<file path="config.mk">
export PLATFORM = sky130hd
export DESIGN_NAME = mem_arbiter
export DESIGN_NICKNAME = d
export VERILOG_FILES = /design/src/rtl/mem_arbiter_pkg.sv /design/src/rtl/mem_arbiter_rr_pick2.sv /design/src/rtl/mem_arbiter.sv
export SDC_FILE = /design/constraint.sdc
export NUM_CORES = 1
export LEC_CHECK = 0
export CAP_MARGIN = 20
export CORE_AREA = 2 2 332 334
export CTS_CLUSTER_DIAMETER = 100
export DETAILED_ROUTE_END_ITERATION = 10
export DIE_AREA = 0 0 334 336
export GPL_ROUTABILITY_DRIVEN = 0
export HOLD_SLACK_MARGIN = 0.05
export SKIP_LAST_GASP = 1
export SYNTH_ARGS = -nofsm -noshare
export SYNTH_HDL_FRONTEND = slang
export SYNTH_SLANG_ARGS = --single-unit
</file>
<file path="constraint.sdc">
create_clock -name clk -period 1.9 [get_ports clk]
set_clock_uncertainty 0.15 [all_clocks]
set_input_delay 0.38 -clock clk [delete_from_list [all_inputs] [get_ports clk]]
set_output_delay 0.38 -clock clk [all_outputs]
set_load 0.01 [all_outputs]
</file>
<file path="src/rtl/mem_arbiter_pkg.sv">
// mem_arbiter_pkg: shared state/owner encodings and default widths for the cache-to-memory arbiter
package mem_arbiter_pkg;
    localparam int ADDR_W = 28;
    localparam int DATA_W = 128;
    typedef enum logic [1:0] {IDLE = 2'd0, BUSY = 2'd1, DONE = 2'd2} state_t;
    typedef enum logic {OWN_I = 1'b0, OWN_D = 1'b1} owner_t;
endpackage

</file>
<file path="src/rtl/mem_arbiter_rr_pick2.sv">
// rr_pick2: combinational two-way round-robin pick between the I-cache and D-cache requesters
module rr_pick2
    import mem_arbiter_pkg::*;
(
    input  logic   req_i,
    input  logic   req_d,
    input  owner_t last,
    output logic   grant_valid,
    output owner_t grant_owner
);
    always_comb begin
        grant_valid = req_i | req_d;
        grant_owner = (req_i && req_d) ? ((last == OWN_I) ? OWN_D : OWN_I) : (req_d ? OWN_D : OWN_I);
    end
endmodule

</file>
<file path="src/rtl/mem_arbiter.sv">
// mem_arbiter: shares one line-memory bus between the I-cache and D-cache miss engines
module mem_arbiter #(
    parameter int ADDR_W = mem_arbiter_pkg::ADDR_W,
    parameter int DATA_W = mem_arbiter_pkg::DATA_W
) (
    input  logic              clk,
    input  logic              rst,
    input  logic              i_ren,
    input  logic              i_wen,
    input  logic [ADDR_W-1:0] i_addr,
    input  logic [DATA_W-1:0] i_wdata,
    output logic              i_ready,
    output logic [DATA_W-1:0] i_rdata,
    input  logic              d_ren,
    input  logic              d_wen,
    input  logic [ADDR_W-1:0] d_addr,
    input  logic [DATA_W-1:0] d_wdata,
    output logic              d_ready,
    output logic [DATA_W-1:0] d_rdata,
    output logic              mem_ren,
    output logic              mem_wen,
    output logic [ADDR_W-1:0] mem_addr,
    output logic [DATA_W-1:0] mem_wdata,
    input  logic              mem_ready,
    input  logic [DATA_W-1:0] mem_rdata
);
    import mem_arbiter_pkg::*;

    state_t            state;
    state_t            state_next;
    owner_t            owner;
    owner_t            last;
    owner_t            grant_owner;
    logic              grant_valid;
    logic              grant;
    logic              accept;
    logic              sel_d;
    logic              g_ren;
    logic              g_wen;
    logic [DATA_W-1:0] rdata_q;

    rr_pick2 u_pick (
        .req_i       (i_ren | i_wen),
        .req_d       (d_ren | d_wen),
        .last        (last),
        .grant_valid (grant_valid),
        .grant_owner (grant_owner)
    );

    // A write wins over a read when a requester raises both strobes
    always_comb begin
        grant      = (state == IDLE) && grant_valid;
        accept     = (state == BUSY) && mem_ready;
        sel_d      = grant_owner == OWN_D;
        g_wen      = sel_d ? d_wen : i_wen;
        g_ren      = (sel_d ? d_ren : i_ren) & ~g_wen;
        state_next = (state == DONE) ? IDLE : (state == BUSY) ? (mem_ready ? DONE : BUSY) : (grant ? BUSY : IDLE);
    end

    always_ff @(posedge clk) begin
        if (rst) begin
            state     <= IDLE;
            owner     <= OWN_I;
            last      <= OWN_I;
            mem_ren   <= 1'b0;
            mem_wen   <= 1'b0;
            mem_addr  <= '0;
            mem_wdata <= '0;
            i_ready   <= 1'b0;
            d_ready   <= 1'b0;
            rdata_q   <= '0;
        end else begin
            state   <= state_next;
            i_ready <= accept && (owner == OWN_I);
            d_ready <= accept && (owner == OWN_D);
            if (grant) begin
                owner     <= grant_owner;
                last      <= grant_owner;
                mem_addr  <= sel_d ? d_addr : i_addr;
                mem_wdata <= sel_d ? d_wdata : i_wdata;
                mem_ren   <= g_ren;
                mem_wen   <= g_wen;
            end
            if (accept) begin
                rdata_q <= mem_rdata;
                mem_ren <= 1'b0;
                mem_wen <= 1'b0;
            end
        end
    end

    assign i_rdata = rdata_q;
    assign d_rdata = rdata_q;
endmodule
</file>
==> metrics <==
prevailing post-synth register cell=dfxtp_1; post-route setup slack=0.04984 ns; first-pass GRT wire length=114,300 um; TritonCTS clock tree=built; synthesized instance count=1,369; kind of critical path=reg2out; nets@finish=2,545; Num CTS Buffers=41; Worst Tran Pin Value=0.6524 ns; DRC=0; XOR/XNOR share of the synthesized area=0%; sequential area share after synthesis=46.23%; routed wire length=85,790 um; post-CTS setup buffer count=0; io pins=863; Final period util=97.38%; crit start category=flop; initial DRC count=993; crit-path cells=dlygate4sd2_1; slew margin rel.=56.51%; setup_tns=0 ns; detailed placement HPWL=71,490 um; WP data required=1.37 ns; largest net degree at the start of global routing=116; Async SR Flop Fraction=0%; leading post-synthesis cells by cell area=dfxtp_1 (46%), a311oi_1 (11%), a22o_1 (8.9%); min Tclk post-route=1.850 ns; clock transition at the registers of the reported paths=0.06 ns; max_cap viols=0; Avg Cell Area, Syn=9.205 um2; Skew-Pair Late Insertion Delay=0.59 ns; number of synthesized flops with an enable pin=0; gr ovfl total=0; DR vias=14,300; die width=334 um; Placeable Area=108,400 um2; Hold WC Path Type=in2reg; Via-to-Cell Ratio=4.031; initial antenna violation count=43; critical path's largest stage delay=0.40 ns; count of distinct cell types in the synthesized netlist=30; crit end category=primary output; Core Rows=121; area share of fa/ha/maj cells after synthesis=0%; pwr/cell area=851.4 nW/um2; Starting Density=11.63%; Die H=336 um; Yosys top cell area share=46.23%; Slew Viols, Final=0; peak supply drop=0.0006460 V; Setup violations, final=0; Final Hold Viols=0; DRT antenna net count=0; Net Count, Synth=1,816; H-Tree Level Count=2; port buffer count=862; Cell Area, Synth=12,600 um2; Die ar.=112,200 um2; dpl ws=-0.4630 ns; FF+latch count, synth=291; Synth Area in Compound Gates=32.72%; CP Max Fanout=2; largest family of logic cells by synthesized area=compound AO/OA/AOI/OAI gates; vias in the first global route=13,970; GRT Total Usage=14.53%; slowest stage cell, crit path=dfxtp_1; ratio of cells with drive above 1 in the final layout=13.86%; area leader, netlist=dfxtp_1; WP buf/inv=1; CP top delay family=flip-flops; status=finished clean; root buffer cell=clkbuf_16; Area Overhead vs Synth=87.60%; Post-synth top cells=dfxtp_1 (291), a21oi_1 (159), nand3_1 (157), o21ai_0 (157), a311oi_1 (156); clock sink count=291; Critical Path AT=1.32 ns; leak pwr=9.937 nW; FMAX=0.5405 GHz; yosys warns=0; WL per Instance=24.19 um; First-pass DRT Iterations=5; post-synthesis mux area share=0%; clk buf depth=3; Post-Synth Simple-Gate Area=7.019%; count leader, synth=dfxtp_1; RSZ-0062 raised after global routing=no
[metrics by stage]
stage / utilization, % / hold WS, ns / cells / power [mW] / cell area, um2
finish: 21.81 / 0.2246 / 3547 / 20.13 / 23640
global route: 21.80 / 0.1763 / 3543 / 21.01 / 23630
CTS: 21.82 / 0.1485 / 3543 / 20.47 / 23650
detailed placement: 20.83 / 0.3382 / 3468 / 12.75 / 22580
global placement: 20.83 / 0.3327 / 3468 / 12.71 / 22580
floorplan: - / 0.3353 / 1369 / 9.164 / 12600
[logic make-up after synthesis]
logic type | Yosys count
flops | 291
buf+inv | 296
compound gates | 607
simple gates | 175
[placed cells by master (no fill, tap or decap), drive strengths merged, types with 2 or more instances in the layout]
cell type / n
clkdlybuf4s15: 67
o21ai: 158
a311oi: 156
clkinv: 7
nand3: 157
and2: 2
a22o: 128
clkinvlp: 2
buf: 129
clkbuf: 61
nand2: 3
diode: 4
or2: 2
dlygate4sd2: 333
bufinv: 3
dfxtp: 291
a21oi: 159
nor2: 5
inv: 8
clkdlybuf4s50: 445
[registers in the layout (all words and copies together) (netlist names)]
name       cells
mem_wdata    128
state          2
mem_wen        1
i_ready        1
mem_ren        1
mem_addr      28
d_ready        1
last           1
d_rdata      128
[path summary, 6_finish.rpt]
path                                     start              to  slack [ns]  cells after the start
worst max-delay path            mem_wdata[102]  mem_wdata[102]        0.05                      1
worst min-delay path              d_wdata[120]  mem_wdata[120]        0.22                      3
worst max register to register        state[1]  mem_wdata[123]        0.16                      4
worst min register to register    d_rdata[107]    d_rdata[107]        0.34                      1
[area by class of cell]
class	instances	area [um2]
multi-input combinational	782	5064
sequential	291	5872
clock inverter	19	212.7
fill	11990	84760
clock buffer	55	1181
antenna	4	10.01
inverter	1	3.754
tap	1414	1769
timing repair buffer	981	9529
[report_power, final]
| group | switching (mW) | leakage [nW] | internal (mW) |
|---|---|---|---|
| clock | 3.19 | 0.687 | 4.81 |
| combinational | 2.51 | 6.84 | 2.47 |
| sequential | 0.441 | 2.41 | 6.71 |
[timing repair]
| action | CTS | global route |
|---|---|---|
| endpoints found under the setup margin | 408 | 16 |
| endpoints found under the hold margin | 2 | 0 |
| cloned | 0 | 0 |
| resized for setup | 561 | 15 |
| hold buffers | 1 | 0 |
[metal layers]
metal | GRT usage, % | routed length [um] | up-vias
met3 | 4.931 | 7688 | 143
met5 | 0 | 127 | -
met2 | 24.70 | 40860 | 779
li1 | - | - | 6573
met4 | 3.824 | 2349 | 24
met1 | 17.42 | 34760 | 6780
Note: power is estimated with default switching activity, not from simulation.
